<file path="src/rtl/aucohl_uart_rx_if.sv">
// ---------------------------------------------------------------------------
// aucohl_uart_rx_if
// Receive-side bundle between the UART receiver and the receive FIFO.
//   wr          : one-cycle write strobe, wdata valid
//   wdata       : received word, LSB = first data bit on the line
//   full        : FIFO full, sampled by the receiver when a frame completes
//   parity_err  : one-cycle pulse coincident with wr
//   frame_err   : one-cycle pulse, stop bit sampled low
//   overrun_err : one-cycle pulse, completed frame dropped because full
// master = receiver (drives strobe/data/errors), slave = FIFO (drives full).
// ---------------------------------------------------------------------------
interface aucohl_uart_rx_if #(
    parameter int DW = 8
);
    logic          wr;
    logic [DW-1:0] wdata;
    logic          full;
    logic          parity_err;
    logic          frame_err;
    logic          overrun_err;

    modport master (
        output wr, wdata, parity_err, frame_err, overrun_err,
        input  full
    );

    modport slave (
        input  wr, wdata, parity_err, frame_err, overrun_err,
        output full
    );
endinterface

</file>
<file path="src/rtl/aucohl_uart_rx.sv">
// ---------------------------------------------------------------------------
// aucohl_uart_rx
// 16x oversampling asynchronous serial receiver (8N1 / 8E1 / 8O1 style).
// Good frames are delivered as a single-cycle write strobe into a FIFO.
//
// Ports:
//   clk        : system clock
//   rst        : synchronous, active-high reset
//   en         : receiver enable, low forces idle and discards any frame
//   rx         : raw serial line (idle high), asynchronous to clk
//   prescale   : tick divider, tick period = prescale+1 clocks
//   parity_en  : parity bit follows the data bits
//   parity_odd : 1 = odd parity, 0 = even parity
//   fifo       : master side of aucohl_uart_rx_if (wr/wdata/errors, full)
//
// prescale, parity_en and parity_odd are expected to change only while idle.
// ---------------------------------------------------------------------------
module aucohl_uart_rx #(
    parameter int DW = 8,
    parameter int PW = 16
) (
    input  logic          clk,
    input  logic          rst,
    input  logic          en,
    input  logic          rx,
    input  logic [PW-1:0] prescale,
    input  logic          parity_en,
    input  logic          parity_odd,
    aucohl_uart_rx_if.master fifo
);

    localparam logic [2:0] ST_IDLE   = 3'd0;
    localparam logic [2:0] ST_START  = 3'd1;
    localparam logic [2:0] ST_DATA   = 3'd2;
    localparam logic [2:0] ST_PARITY = 3'd3;
    localparam logic [2:0] ST_STOP   = 3'd4;
    localparam logic [2:0] ST_BREAK  = 3'd5;

    localparam logic [3:0] SC_MID_START = 4'd7;
    localparam logic [3:0] SC_LAST      = 4'd15;
    localparam logic [3:0] BC_LAST      = 4'(DW - 1);

    // Input synchronizer; resets to the idle line level so reset never
    // looks like a start edge.
    logic [1:0] sync_reg;
    logic       rx_s;

    always_ff @(posedge clk) begin
        if (rst) begin
            sync_reg <= 2'b11;
        end else begin
            sync_reg <= {sync_reg[0], rx};
        end
    end

    assign rx_s = sync_reg[1];

    // Oversample tick: fires when the down-counter reaches zero, then the
    // counter reloads. Held at zero while disabled so the first enabled
    // clock produces a tick immediately.
    logic [PW-1:0] cnt_reg;
    logic          tick;

    always_ff @(posedge clk) begin
        if (rst || !en) begin
            cnt_reg <= '0;
        end else if (cnt_reg == '0) begin
            cnt_reg <= prescale;
        end else begin
            cnt_reg <= cnt_reg - PW'(1);
        end
    end

    assign tick = en && (cnt_reg == '0);

    // Frame state
    logic [2:0]    state_reg,   state_next;
    logic [3:0]    sc_reg,      sc_next;
    logic [3:0]    bc_reg,      bc_next;
    logic [DW-1:0] shreg_reg,   shreg_next;
    logic          pflag_reg,   pflag_next;
    logic [DW-1:0] wdata_reg,   wdata_next;
    logic          wr_reg,      wr_next;
    logic          perr_reg,    perr_next;
    logic          ferr_reg,    ferr_next;
    logic          ovr_reg,     ovr_next;

    always_comb begin
        state_next = state_reg;
        sc_next    = sc_reg;
        bc_next    = bc_reg;
        shreg_next = shreg_reg;
        pflag_next = pflag_reg;
        wdata_next = wdata_reg;
        // Status outputs are strobes: low unless set below.
        wr_next    = 1'b0;
        perr_next  = 1'b0;
        ferr_next  = 1'b0;
        ovr_next   = 1'b0;

        if (!en) begin
            state_next = ST_IDLE;
            sc_next    = '0;
            bc_next    = '0;
        end else if (tick) begin
            case (state_reg)
                ST_IDLE: begin
                    if (!rx_s) begin
                        state_next = ST_START;
                        sc_next    = '0;
                    end
                end

                ST_START: begin
                    if (sc_reg == SC_MID_START) begin
                        // Re-check the line at mid start bit to reject glitches.
                        if (!rx_s) begin
                            state_next = ST_DATA;
                            sc_next    = '0;
                            bc_next    = '0;
                            pflag_next = 1'b0;
                        end else begin
                            state_next = ST_IDLE;
                            sc_next    = '0;
                        end
                    end else begin
                        sc_next = sc_reg + 4'd1;
                    end
                end

                ST_DATA: begin
                    // sc wraps 15 -> 0, so each later sample lands one full
                    // bit time after the previous one.
                    sc_next = sc_reg + 4'd1;
                    if (sc_reg == SC_LAST) begin
                        shreg_next = {rx_s, shreg_reg[DW-1:1]};
                        bc_next    = bc_reg + 4'd1;
                        if (bc_reg == BC_LAST) begin
                            state_next = parity_en ? ST_PARITY : ST_STOP;
                        end
                    end
                end

                ST_PARITY: begin
                    sc_next = sc_reg + 4'd1;
                    if (sc_reg == SC_LAST) begin
                        pflag_next = (^shreg_reg) ^ rx_s ^ parity_odd;
                        state_next = ST_STOP;
                    end
                end

                ST_STOP: begin
                    sc_next = sc_reg + 4'd1;
                    if (sc_reg == SC_LAST) begin
                        if (rx_s) begin
                            state_next = ST_IDLE;
                            if (!fifo.full) begin
                                wr_next    = 1'b1;
                                wdata_next = shreg_reg;
                                perr_next  = pflag_reg;
                            end else begin
                                ovr_next = 1'b1;
                            end
                        end else begin
                            // Data is discarded on a framing error; wait for
                            // the line to recover before hunting for a start.
                            ferr_next  = 1'b1;
                            state_next = ST_BREAK;
                        end
                    end
                end

                ST_BREAK: begin
                    if (rx_s) begin
                        state_next = ST_IDLE;
                        sc_next    = '0;
                    end
                end

                default: begin
                    state_next = ST_IDLE;
                    sc_next    = '0;
                end
            endcase
        end
    end

    always_ff @(posedge clk) begin
        if (rst) begin
            state_reg <= ST_IDLE;
            sc_reg    <= '0;
            bc_reg    <= '0;
            shreg_reg <= '0;
            pflag_reg <= 1'b0;
            wdata_reg <= '0;
            wr_reg    <= 1'b0;
            perr_reg  <= 1'b0;
            ferr_reg  <= 1'b0;
            ovr_reg   <= 1'b0;
        end else begin
            state_reg <= state_next;
            sc_reg    <= sc_next;
            bc_reg    <= bc_next;
            shreg_reg <= shreg_next;
            pflag_reg <= pflag_next;
            wdata_reg <= wdata_next;
            wr_reg    <= wr_next;
            perr_reg  <= perr_next;
            ferr_reg  <= ferr_next;
            ovr_reg   <= ovr_next;
        end
    end

    assign fifo.wr          = wr_reg;
    assign fifo.wdata       = wdata_reg;
    assign fifo.parity_err  = perr_reg;
    assign fifo.frame_err   = ferr_reg;
    assign fifo.overrun_err = ovr_reg;

endmodule

</file>
<file path="src/flat_wrapper.sv">
// flat-port wrapper written by rule: the top's interface ports become plain ports
module aucohl_uart_rx_flat 
#(
    parameter int DW = 8,
    parameter int PW = 16
)
  (clk, rst, en, rx, prescale, parity_en, parity_odd, fifo_wr, fifo_wdata, fifo_parity_err, fifo_frame_err, fifo_overrun_err, fifo_full);
  aucohl_uart_rx_if #(.DW(DW)) fifo_i ();
  input  logic clk;
  input  logic rst;
  input  logic en;
  input  logic rx;
  input  logic [PW-1:0] prescale;
  input  logic parity_en;
  input  logic parity_odd;
  output wire logic [$bits(fifo_i.wr)-1:0] fifo_wr;
  output wire logic [$bits(fifo_i.wdata)-1:0] fifo_wdata;
  output wire logic [$bits(fifo_i.parity_err)-1:0] fifo_parity_err;
  output wire logic [$bits(fifo_i.frame_err)-1:0] fifo_frame_err;
  output wire logic [$bits(fifo_i.overrun_err)-1:0] fifo_overrun_err;
  input wire logic [$bits(fifo_i.full)-1:0] fifo_full;
  assign fifo_wr = fifo_i.wr;
  assign fifo_wdata = fifo_i.wdata;
  assign fifo_parity_err = fifo_i.parity_err;
  assign fifo_frame_err = fifo_i.frame_err;
  assign fifo_overrun_err = fifo_i.overrun_err;
  assign fifo_i.full = fifo_full;
  aucohl_uart_rx #(.DW(DW), .PW(PW)) u_core (.clk(clk), .rst(rst), .en(en), .rx(rx), .prescale(prescale), .parity_en(parity_en), .parity_odd(parity_odd), .fifo(fifo_i));
endmodule
</file>
<file path="config.mk">
export PLATFORM = sky130hd
export DESIGN_NAME = aucohl_uart_rx_flat
export DESIGN_NICKNAME = d
export VERILOG_FILES = /design/src/rtl/aucohl_uart_rx_if.sv /design/src/rtl/aucohl_uart_rx.sv /design/src/flat_wrapper.sv
export SDC_FILE = /design/constraint.sdc
export NUM_CORES = 1
export LEC_CHECK = 0
export BUFFER_PORTS_ARGS = -buffer_cell sky130_fd_sc_hd__buf_2
export CORE_UTILIZATION = 60
export CTS_CLUSTER_DIAMETER = 150
export CTS_CLUSTER_SIZE = 8
export DETAILED_ROUTE_END_ITERATION = 16
export GPL_ROUTABILITY_DRIVEN = 0
export GPL_TIMING_DRIVEN = 0
export PLACE_DENSITY = 0.83
export SKIP_LAST_GASP = 1
export SLEW_MARGIN = 0
export SYNTH_ARGS = -nofsm -noshare
export SYNTH_HDL_FRONTEND = slang
export SYNTH_SLANG_ARGS = --single-unit
</file>
<file path="constraint.sdc">
create_clock -name clk -period 3.8 [get_ports clk]
set_input_delay 0.19 -clock clk [delete_from_list [all_inputs] [get_ports clk]]
set_output_delay 0.19 -clock clk [all_outputs]
set_load 0.005 [all_outputs]
</file>
* Word level (Yosys, flattened, before mapping)
Index checks and enable logic that the tools add are counted.
** Storage, ports and cells
- Bits in registers :: 50
- Bits in latches :: 0
- Memory bits (writable) :: 0
- Memory bits (read-only) :: 0
- Logic and storage cells :: 84
- Memories :: 0
** Cells by class
- $add $sub $neg :: 3
- $mul :: 0
- Div/mod/pow operators :: 0
- $lt $le $gt $ge :: 0
- Equality and inequality tests :: 16
- Shifts and indexed selects :: 0
- Mux-type cells :: 26
- Bitwise logic cells :: 8
- Reduce and logical (&&, ||, !) cells :: 19
** Operator list (count)
- 3-bit 2-to-1 mux :: 9
- 4-bit 2-to-1 mux :: 5
- 3-bit case mux with 6 select lines :: 1
- 16-bit zero test :: 1
- 16-bit 2-to-1 mux :: 1
- 4-bit case mux with 4 select lines :: 1
- 16-bit by 1-bit subtractor with 16-bit output (second input constant) :: 1
- 2-bit by 1-bit != test with 1-bit output (second input constant) :: 6
- 6-bit AND reduction :: 2
- 4-bit by 1-bit adder with 4-bit output (second input constant) :: 2
- 4-bit by 3-bit equality test with 1-bit output (second input constant) :: 2
- 4-bit case mux with 2 select lines :: 1
- 8-bit AND reduction :: 1
- 8-bit parity :: 1
- 7-bit OR reduction :: 1
- 3-bit by 2-bit equality test with 1-bit output (second input constant) :: 2
- 3-bit equality test (second input constant) :: 2
- 1-bit 2-to-1 mux :: 6
- 1-bit inverter :: 6
- 6-bit OR reduction :: 1
- 5-bit AND reduction :: 1
- 5-bit OR reduction :: 1
- 4-bit equality test (second input constant) :: 1
- 2-bit != test (second input constant) :: 2
- other kinds (13) :: 15

* Depth between registers and ports, before layout
- Word-level depth :: 5
- Mapped depth :: 10
- Depth with buffers taken out :: 7

* Least setup slack after synthesis
Ideal clock, no wire load.
- Path type :: reg-to-reg
- Start :: register u_core.cnt_reg[0]
- End :: register u_core.perr_reg (netlist: u_core.fifo.parity_err)
- Library setup time :: 0.062 ns
- Arrival time :: 1.900 ns
- Setup slack :: 1.838 ns
- Stages on the path, launching flop included :: 9
- Clock period less this slack :: 1.962 ns
- Path through :: dfxtp_1 -> inv_1 -> ha_1 -> nor4b_1 -> and4_1 -> buf_4 -> nand2_2 -> or4_4 -> nor2b_2
** On the way
- Longest elaborated chain between the ends :: 4
** Ends and longest elaborated chain
- from (decl) :: RTL line aucohl_uart_rx.sv:61 : logic [PW-1:0] cnt_reg;
- from (signal assigned) :: RTL line aucohl_uart_rx.sv:68 : cnt_reg <= prescale;
- from (signal assigned) :: RTL line aucohl_uart_rx.sv:70 : cnt_reg <= cnt_reg - PW'(1);
- 16-bit zero test :: RTL line aucohl_uart_rx.sv:74 : assign tick = en && (cnt_reg == '0);
- 1-bit logical AND :: RTL line aucohl_uart_rx.sv:74
- 1-bit inverter (no source line)
- 7-bit OR reduction (no source line)
- to (signal assigned) :: RTL line aucohl_uart_rx.sv:208 : perr_reg <= perr_next;
- to (decl) :: RTL line aucohl_uart_rx.sv:84 : logic perr_reg, perr_next;
No other way between the ends.
A chain may end at the register's enable or synchronous reset.

* Worst setup path in the final report
- Start :: register u_core.cnt_reg[0]
- End :: register u_core.wdata_reg[7] (netlist: u_core.fifo.wdata[7])
** On the way
- Longest elaborated chain between the ends :: 3
** Ends and longest elaborated chain
- 16-bit zero test :: RTL line aucohl_uart_rx.sv:74
- 1-bit logical AND :: RTL line aucohl_uart_rx.sv:74
- 6-bit AND reduction (no source line)
- to (signal assigned) :: RTL line aucohl_uart_rx.sv:206 : wdata_reg <= wdata_next;
- to (decl) :: RTL line aucohl_uart_rx.sv:82 : logic [DW-1:0] wdata_reg, wdata_next;
No other way between the ends.

==> impl_metrics.toml <==
[run_status]
outcome = "finished clean"

[critical_path]
r2r_start = "u_core.cnt_reg[0]"
cp.required_ns = 3.98
cp_max_fo = 8
regToRegEndpoint = "u_core.fifo.wdata[7]"
crit_path_end_kind = "flop"
worstSetupStartpointType = "flop"
crit_arrival_ns = 2.57
critical_path_class = "flop to flop"
reg2regPathDepth = 8
r2r_setup_slack_ns = 1.41
crit_start = "u_core.cnt_reg[0]"

[clocking]
cts_resized = 0
postCtsSetupBuffers = 0
path_clk_slew_ns = 0.09
htreeDepth = 2
numCtsBuffers = 5
cts_buffer_depth = 2
cts_tree = "yes"
cts.sinks = 50
hold_buffers = 0
clock_latency_ns = 0.30
root_buffer = "clkbuf_8"

[floorplanning]
die_w_um = 68.4
die_h_um = 68.4
dieArea_um2 = 4670
core-area_um2 = 4120
row_count = 23
num_io_pins = 35
start_util_pct = 64.2

[synthesis]
synth-compound-area-share_pct = 11.9
muxShareOfSynthArea_pct = 7.58
synth_cells = 294
synthAdderAreaFrac_pct = 1.89
synth_edf_count = 0
synth.avg_cell_area_um2 = 8.99
synth_area_um2 = 2640
synthArstFlopShare_pct = 0
ys_ff_latch = 50
synth_simple_gate_area_share_pct = 29.6
ys_types = 54
yosysSeqAreaShare_pct = 37.9
synth_top_family_by_area = "simple AND/OR/NAND/NOR gates"
synthTopCellsByArea = "dfxtp_1 (38%), mux2i_1 (7.6%), xnor2_1 (6.0%)"
yosysTopAreaCellShare_pct = 37.9
synthXorXnorAreaFrac_pct = 6.63
syn-num-nets = 321
yosys_most_used_dff = "dfxtp_1"
yosys_warnings = 0
yosysTopAreaCell = "dfxtp_1"

[final_layout]
final_common_cell = "dfxtp_1"
synthToLayoutAreaGrowth_pct = 12.7
final_util_pct = 72.4
final_cell_mix = "dfxtp_1 (50), nor2_1 (40), buf_2 (37), mux2i_1 (20), xnor2_1 (18)"
largest_reg_flops = 16
diodes = 0
drive_above_1_share_pct = 21.3
layout.nets = 361

[global_route]
grt-ovfl-total = 0
grt_max_degree = 16
grt_pass1_vias = 2054
antenna_found_initial = 0
grt_usage_pct = 26.6
grt_pass1_wl_um = 9260

[timing]
period_share_pct = 63.0
tns_ns = 0
max_slew_margin_pct = 60.4
setup_viol = 0
min_period_ns = 2.39
max_freq_mhz = 418
drv_slew = 0
final_hold_viol_count = 0
clock_skew_ns = 0.00561
rsz0062_at_grt = "no"
tightest_slew_ns = 0.586

[power_and_ir_drop]
power.density_nw_per_um2 = 647
p_leak_nw = 1.23
ir_worst_vdd_mv = 0.604

[placement]
place_hpwl_um = 4250
portBuffers = 33

[drt]
via_per_inst = 5.83
ant_nets = 0
drt_iter0_drc = 148
drc = 0
num_vias = 2238
first_pass_iters = 4
post_drt_wl_per_cell_um = 15.0
wl_um = 5770

[worst_hold_path]
hp-class = "primary input to flop"
min_path_cells = 2
hold_start = "rx"
hold_path_end = "u_core.sync_reg[0]"

[flow_run]
cap_violations = 0
-- where the power goes --
part           leakage, nW  total [mW]  switching (mW)  internal, mW
logic                0.768       0.870           0.484         0.386
registers            0.405       0.691          0.0988         0.592
clock network       0.0542       0.365           0.172         0.194
total                 1.23        1.93           0.754          1.17
-- worst max-delay path by stage --
stage / endpoint / slack [ns] / cells after the start
after CTS: u_core.cnt_reg[13] / 1.45 / 10
after global routing: u_core.cnt_reg[13] / 1.17 / 10
final: u_core.fifo.wdata[7] / 1.41 / 8
after floorplan: u_core.fifo.parity_err / 1.84 / 8
after global placement: u_core.cnt_reg[13] / 1.60 / 10
after detailed placement: u_core.cnt_reg[13] / 1.49 / 10
-- critical path, stage by stage, from the launching register on --
cell and delay, ns:
dfxtp_1 0.35, inv_1 0.09, ha_1 0.18, nor4b_1 0.50
and4_1 0.27, buf_4 0.16, nand4_2 0.37, mux2i_1 0.30
nor2_1 0.06
-- Yosys cell counts (all sizes together) (4+ instances only) --
master,number
a211oi,10
a21oi,15
buf,8
clkbuf,9
dfxtp,50
ha,4
inv,7
mux2i,20
nand2,16
nand3,7
nand3b,7
nand4,5
nor2,40
nor2b,6
nor3,7
nor3b,5
nor4,6
o21ai,9
o31ai,5
or3,5
or4,5
xnor2,18
-- cells by family after synthesis --
kind of cell	Yosys count
muxes	20
xor gates and xnor gates	20
adders and majority gates	4
and+or+nand+nor	127
AOI/OAI and AO/OA	49
DFF	50
buffers and inverters	24
-- per-stage QoR --
| step | cell area (um^2) | cells | setup WS (ns) | total power [mW] | hold WS [ns] |
|---|---|---|---|---|---|
| after floorplan | 2640 | 294 | 1.84 | 1.38 | 0.294 |
| after global placement | 2870 | 377 | 1.60 | 1.54 | 0.381 |
| after detailed placement | 2870 | 377 | 1.49 | 1.56 | 0.381 |
| after CTS | 2980 | 384 | 1.45 | 1.93 | 0.0684 |
| after global routing | 2980 | 384 | 1.17 | 2.06 | 0.0590 |
| final | 2980 | 384 | 1.41 | 1.93 | 0.0692 |
-- area by class of cell --
class	instances	area [um^2]
plain buffers	17	91.3
clock buffers	5	68.8
clock inverters	2	38.8
fillers	343	1140
inverters	7	26.3
multi-input cells	220	1520
flip-flops and latches	50	1000
well taps	50	62.6
repair buffers	33	165
-- layer usage --
| metal | vias to the layer above | wire [um] | global-route usage (%) |
|---|---|---|---|
| li1 | 1128 | - | - |
| met1 | 1042 | 2710 | 33.5 |
| met2 | 56 | 2730 | 44.7 |
| met3 | 12 | 218 | 5.17 |
| met4 | 0 | 118 | 9.64 |
| met5 | - | 0 | 0 |
Power figures use the tool's default switching activity.
